==> config.mk <==
export PLATFORM = sky130hd
export DESIGN_NAME = spi_slave_if
export DESIGN_NICKNAME = d
export VERILOG_FILES = /design/src/rtl/spi_pkg.sv /design/src/rtl/spi_sync_edge.sv /design/src/rtl/spi_slave_if.sv
export SDC_FILE = /design/constraint.sdc
export NUM_CORES = 1
export LEC_CHECK = 0
export BUFFER_PORTS_ARGS = -buffer_cell sky130_fd_sc_hd__buf_2
export CORE_ASPECT_RATIO = 0.5
export CORE_UTILIZATION = 31
export DETAILED_ROUTE_END_ITERATION = 8
export PLACE_DENSITY = 0.46
export SLEW_MARGIN = 20
export SYNTH_ARGS = -nofsm -noshare
export SYNTH_HDL_FRONTEND = slang
export SYNTH_SLANG_ARGS = --single-unit
export TNS_END_PERCENT = 100
==> constraint.sdc <==
create_clock -name wb_clk -period 2.2 [get_ports wb_clk]
set_input_delay 0.11 -clock wb_clk [delete_from_list [all_inputs] [get_ports wb_clk]]
set_output_delay 0.11 -clock wb_clk [all_outputs]
set_load 0.01 [all_outputs]
==> src/rtl/spi_pkg.sv <==
// Shared SPI definitions used by the responder and by the spi0-spi2 master ports.
package spi_pkg;

  typedef enum logic [1:0] {
    IDLE  = 2'd0,
    LOAD  = 2'd1,
    SHIFT = 2'd2
  } spi_state_e;

  localparam logic SPI_CPOL = 1'b0;
  localparam logic SPI_CPHA = 1'b0;

  localparam int unsigned SPI_SYNC_STAGES = 2;

endpackage

==> src/rtl/spi_sync_edge.sv <==
// N-stage synchroniser for an asynchronous pin with registered rise/fall strobes.
module spi_sync_edge
  import spi_pkg::*;
#(
  parameter int unsigned STAGES    = SPI_SYNC_STAGES,
  parameter logic        RESET_VAL = 1'b0
) (
  input  logic clk,
  input  logic rst_n,
  input  logic d,
  output logic rise,
  output logic fall
);

  logic [STAGES-1:0] chain;
  logic              dly;
  logic [STAGES:0]   vld;

  // vld tracks which flops hold real pin samples rather than reset values, so a
  // pin already at the non-idle level while reset is released never yields a strobe.
  always_ff @(posedge clk) begin
    if (!rst_n) begin
      chain <= {STAGES{RESET_VAL}};
      dly   <= RESET_VAL;
      vld   <= '0;
      rise  <= 1'b0;
      fall  <= 1'b0;
    end else begin
      chain <= {chain[STAGES-2:0], d};
      dly   <= chain[STAGES-1];
      vld   <= {vld[STAGES-1:0], 1'b1};
      rise  <= vld[STAGES] & chain[STAGES-1] & ~dly;
      fall  <= vld[STAGES] & ~chain[STAGES-1] & dly;
    end
  end

endmodule

==> src/rtl/spi_slave_if.sv <==
// SPI mode-0 responder, MSB first, with all SPI pins oversampled on wb_clk.
module spi_slave_if
  import spi_pkg::*;
#(
  parameter int unsigned           DATA_WIDTH  = 8,
  parameter int unsigned           SYNC_STAGES = SPI_SYNC_STAGES,
  parameter logic [DATA_WIDTH-1:0] DEFAULT_TX  = '1
) (
  input  logic                  wb_clk,
  input  logic                  wb_rst_n,
  input  logic                  spi_sck_i,
  input  logic                  spi_ss_n_i,
  input  logic                  spi_mosi_i,
  output logic                  spi_miso_o,
  output logic                  spi_miso_oe_o,
  input  logic [DATA_WIDTH-1:0] tx_data_i,
  input  logic                  tx_valid_i,
  output logic                  tx_ready_o,
  output logic [DATA_WIDTH-1:0] rx_data_o,
  output logic                  rx_valid_o,
  output logic                  tx_underrun_o,
  output logic                  busy_o
);

  localparam int unsigned           CNT_W = $clog2(DATA_WIDTH);
  localparam logic [CNT_W-1:0]      LAST  = CNT_W'(DATA_WIDTH - 1);

  logic sck_rise, sck_fall, ss_rise, ss_fall;
  logic [SYNC_STAGES-1:0] mosi_sync;
  logic mosi_q;

  spi_state_e            state;
  logic [CNT_W-1:0]      bit_cnt;
  logic                  word_done;
  logic [DATA_WIDTH-1:0] tx_sr, rx_sr, hold_data;
  logic                  hold_valid;

  logic                  sample_edge, shift_edge, load_now;
  logic [DATA_WIDTH-1:0] load_word, rx_next;

  spi_sync_edge #(.STAGES(SYNC_STAGES), .RESET_VAL(SPI_CPOL)) u_sck_sync (
    .clk(wb_clk), .rst_n(wb_rst_n), .d(spi_sck_i), .rise(sck_rise), .fall(sck_fall)
  );

  spi_sync_edge #(.STAGES(SYNC_STAGES), .RESET_VAL(1'b1)) u_ss_sync (
    .clk(wb_clk), .rst_n(wb_rst_n), .d(spi_ss_n_i), .rise(ss_rise), .fall(ss_fall)
  );

  always_ff @(posedge wb_clk) begin
    if (!wb_rst_n) mosi_sync <= '0;
    else           mosi_sync <= {mosi_sync[SYNC_STAGES-2:0], spi_mosi_i};
  end

  assign mosi_q     = mosi_sync[SYNC_STAGES-1];
  assign tx_ready_o = ~hold_valid;

  // Select level is tracked through the FSM from the strobes: a frame only starts on a
  // qualified fall and ends on the matching rise, which also covers reset mid-frame.
  always_comb begin
    sample_edge = (SPI_CPOL == SPI_CPHA) ? sck_rise : sck_fall;
    shift_edge  = (SPI_CPOL == SPI_CPHA) ? sck_fall : sck_rise;
    load_word   = hold_valid ? hold_data : DEFAULT_TX;
    rx_next     = {rx_sr[DATA_WIDTH-2:0], mosi_q};
    load_now    = 1'b0;
    if (!ss_rise) begin
      if (state == IDLE)       load_now = ss_fall;
      else if (state == SHIFT) load_now = shift_edge && (bit_cnt == '0) && word_done;
    end
  end

  always_ff @(posedge wb_clk) begin
    if (!wb_rst_n) begin
      state         <= IDLE;
      bit_cnt       <= '0;
      word_done     <= 1'b0;
      tx_sr         <= '0;
      rx_sr         <= '0;
      hold_data     <= '0;
      hold_valid    <= 1'b0;
      spi_miso_o    <= 1'b0;
      spi_miso_oe_o <= 1'b0;
      rx_data_o     <= '0;
      rx_valid_o    <= 1'b0;
      tx_underrun_o <= 1'b0;
      busy_o        <= 1'b0;
    end else begin
      rx_valid_o    <= 1'b0;
      tx_underrun_o <= 1'b0;

      // A load draws from the register as it stood before this edge, so a word
      // captured on the same edge stays queued for the next load.
      if (load_now && hold_valid) begin
        hold_valid <= 1'b0;
      end else if (tx_valid_i && !hold_valid) begin
        hold_valid <= 1'b1;
        hold_data  <= tx_data_i;
      end

      if (load_now) begin
        tx_sr         <= load_word;
        spi_miso_o    <= load_word[DATA_WIDTH-1];
        tx_underrun_o <= ~hold_valid;
        bit_cnt       <= '0;
      end

      if (ss_rise) begin
        state         <= IDLE;
        spi_miso_oe_o <= 1'b0;
        spi_miso_o    <= 1'b0;
        busy_o        <= 1'b0;
        bit_cnt       <= '0;
        word_done     <= 1'b0;
      end else begin
        case (state)
          IDLE: begin
            if (ss_fall) begin
              state         <= LOAD;
              spi_miso_oe_o <= 1'b1;
              busy_o        <= 1'b1;
              word_done     <= 1'b0;
            end
          end
          LOAD: state <= SHIFT;
          SHIFT: begin
            if (sample_edge) begin
              rx_sr <= rx_next;
              if (bit_cnt == LAST) begin
                rx_data_o  <= rx_next;
                rx_valid_o <= 1'b1;
                bit_cnt    <= '0;
                word_done  <= 1'b1;
              end else begin
                bit_cnt <= bit_cnt + 1'b1;
              end
            end else if (shift_edge && (bit_cnt != '0)) begin
              tx_sr      <= tx_sr << 1;
              spi_miso_o <= tx_sr[DATA_WIDTH-2];
            end
          end
          default: state <= IDLE;
        endcase
      end
    end
  end

endmodule

==> results_dict.tcl <==
set metrics [dict create \
    synth.cell_area_sq_um 2120 \
    synth_area_leader_cell "dfxtp_1" \
    ys_seq_area_share_pct 52.9 \
    diodes 0 \
    fin_skew_ns 0.00398 \
    min_from "spi_sck_i" \
    crit_family "simple AND/OR/NAND/NOR gates" \
    dr_total_vias 1617 \
    cts-buffers-inserted 5 \
    path_class "flop to flop" \
    min_to "u_sck_sync.chain[0]$_SDFF_PN0_" \
    cp_cell_sequence "or4b_4 > o21a_1 > or3_1 > o2111a_1" \
    powerDensity_nw_per_um2 768 \
    tightest_slew_ns 0.596 \
    cts.sinks 56 \
    clk_latency_ns 0.29 \
    cp_num_cells 4 \
    grt_pass1_vias 1441 \
    layout-drive-gt1-share_pct 16.5 \
    drc_errors 0 \
    r2r_cells 4 \
    grt_antenna_before_repair 0 \
    synth.area.top_cells "dfxtp_1 53%, nand2_1 8.0%, a21boi_1 5.7%" \
    nets 276 \
    io_pins 28 \
    cp_data_required_time_ns 2.38 \
    crit_path_top_delay_cell "or4b_4" \
    drv_cap 0 \
    syn_avg_cell_area_sq_um 9.10 \
    synth.distinct_cells 36 \
    rr_startpoint "state[1]$_SDFFE_PP0P_" \
    crit_buf_inv 0 \
    outcome "finished clean" \
    overflow 0 \
    grt_pass1_wl_mm 7.12 \
    hold_path.class "input pin to flop" \
    r2r-end "tx_sr[0]$_SDFF_PN0_" \
    tns_ns 0 \
    crit_path_end_kind "flop" \
    syn_to_final_growth_pct 17.7 \
    synth_top_area_share_pct 52.9 \
    cts_root_buffer "clkbuf_16" \
    hold_violations 0 \
    drtIter0Drc 129 \
    irDropWorstVdd_mv 0.282 \
    wl_per_cell_um 12.6 \
    critPathMaxFanout 11 \
    grt_usage_pct 13.1 \
    place.gp.congestion 0.741 \
    slew-limit-headroom_pct 59.9 \
    ff2ff_setup_slack_ns 0.36 \
    clkTransAtPathRegs_ns 0.07 \
    ys_warn_count 0 \
    slowest_delay_ns 0.60 \
    hold_depth 2 \
    synth_cells 233 \
    arrival_ns 2.02 \
    die_area_sq_um 7190 \
    slew_violations 0 \
    cts_tree "done" \
    worst_setup_path_start_kind "flop" \
    fin_crit_sh_pct 83.4 \
    start_util_pct 33.5 \
    power_mw 1.92 \
    leakagePower_nw 0.938 \
    grt_max_degree 42 \
    fmax_mhz 545 \
    core_area_sq_um 6330 \
    antenna_left 0 \
    yosys_register_bits 56 \
    startpoint "state[1]$_SDFFE_PP0P_" \
    die_y_um 60.5 \
    drt-total-wl_mm 4.37 \
    synth_nets 250 \
    post-route-min-period_ns 1.84 \
    portBuffers 27 \
    die_x_um 119 \
    cts_max_level 2 \
    hpwl_mm 3.04 \
    vias_per_cell 4.65 \
    rows 20 \
    rsz0062_at_grt "no" \
    clock_path_buffers 2 \
    final-setup-viol-count 0 \
    drtPass1Iterations 4 \
]
worst register-to-register path: stages (launching register included):
cell	delay [ns]
dfxtp_1	0.38
or4b_4	0.60
o21a_1	0.25
or3_1	0.36
o2111a_1	0.13
per-stage QoR:
stage | std cells | hold slack [ns] | cell area (sq um) | utilization [%] | setup WS [ns]
after floorplan | 233 | 0.138 | 2120 | - | 0.609
after global placement | 339 | 0.296 | 2340 | 36.9 | 0.445
after detailed placement | 339 | 0.296 | 2340 | 36.9 | 0.398
after CTS | 348 | 0.0132 | 2490 | 39.4 | 0.376
after global routing | 348 | 0.0253 | 2490 | 39.4 | 0.309
final | 348 | 0.0218 | 2490 | 39.4 | 0.364
cell families after synthesis:
family                     share of synthesized area [%]
AOI/OAI and AO/OA                                   13.5
xor gates and xnor gates                           0.413
adders and majority gates                           1.77
buffers and inverters                               3.60
DFF                                                 52.9
and+or+nand+nor                                     27.8
area by class of cell:
cell class / count / area [sq um]
Clock buffer: 6 / 139
Clock inverter: 2 / 10.0
Fill cell: 650 / 3840
Inverter: 5 / 18.8
Multi-Input combinational cell: 160 / 928
Sequential cell: 56 / 1120
Tap cell: 88 / 110
Timing Repair Buffer: 31 / 168
worst max path at each step:
stage                     slack (ns)               endpoint
after floorplan                 0.61  spi_miso_o$_SDFF_PP0_
after global placement          0.44    tx_sr[0]$_SDFF_PN0_
after detailed placement        0.40    tx_sr[0]$_SDFF_PN0_
after CTS                       0.38    tx_sr[0]$_SDFF_PN0_
after global routing            0.31    tx_sr[0]$_SDFF_PN0_
final                           0.36    tx_sr[0]$_SDFF_PN0_
layer usage:
layer | global-route usage, % | wire length, um | up-vias
li1 | - | - | 847
met1 | 17.5 | 2380 | 745
met2 | 20.1 | 1820 | 23
met3 | 4.51 | 154 | 2
met4 | 4.34 | 22 | 0
met5 | 0 | 0 | -
cell usage after synthesis (all sizes together):
cell,count
dfxtp,56
nand2,45
a21boi,24
nor3,21
nand3,10
clkbuf,9
and2,8
o21ai,7
nor2,6
inv,5
nand2b,5
a21oi,4
nand3b,4
nor3b,4
buf,3
ha,3
nor2b,3
a31oi,2
or3,2
and3,1
and3b,1
nand4bb,1
nor4,1
nor4bb,1
o2111a,1
o211ai,1
o21a,1
o311ai,1
or4,1
or4b,1
xnor2,1
state kept, by name, indices dropped and copies added, names as in the netlist, 2 cells and up:
| name | count |
|---|---|
| hold_data | 8 |
| rx_data_o | 8 |
| rx_sr | 7 |
| tx_sr | 7 |
| bit_cnt | 3 |
| u_sck_sync.vld | 3 |
| mosi_sync | 2 |
| state | 2 |
| u_sck_sync.chain | 2 |
| u_ss_sync.chain | 2 |
layout by cell type (no fill, tap or decap), drive strengths merged:
master and count:
a21boi 24, a21oi 4, a31oi 2, and2 8
and3 1, and3b 1, buf 30, clkbuf 6
clkinv 2, dfxtp 56, dlygate4sd3 1, ha 3
inv 5, nand2 45, nand2b 5, nand3 10
nand3b 4, nand4bb 1, nor2 6, nor2b 3
nor3 21, nor3b 4, nor4 1, nor4bb 1
o2111a 1, o211ai 1, o21a 1, o21ai 7
o311ai 1, or3 2, or4 1, or4b 1
xnor2 1
power breakdown:
part           internal [mW]  switching [mW]
sequential              1.03          0.0125
combinational         0.0325          0.0386
clock                  0.450           0.348
total                   1.52           0.399
what timing repair did:
item / CTS / global route
setup buffers: 0 / 0
gates resized for setup: 0 / 0
hold buffers: 1 / 0
hold endpoints to repair: 1 / 0
Power figures use the tool's default switching activity.
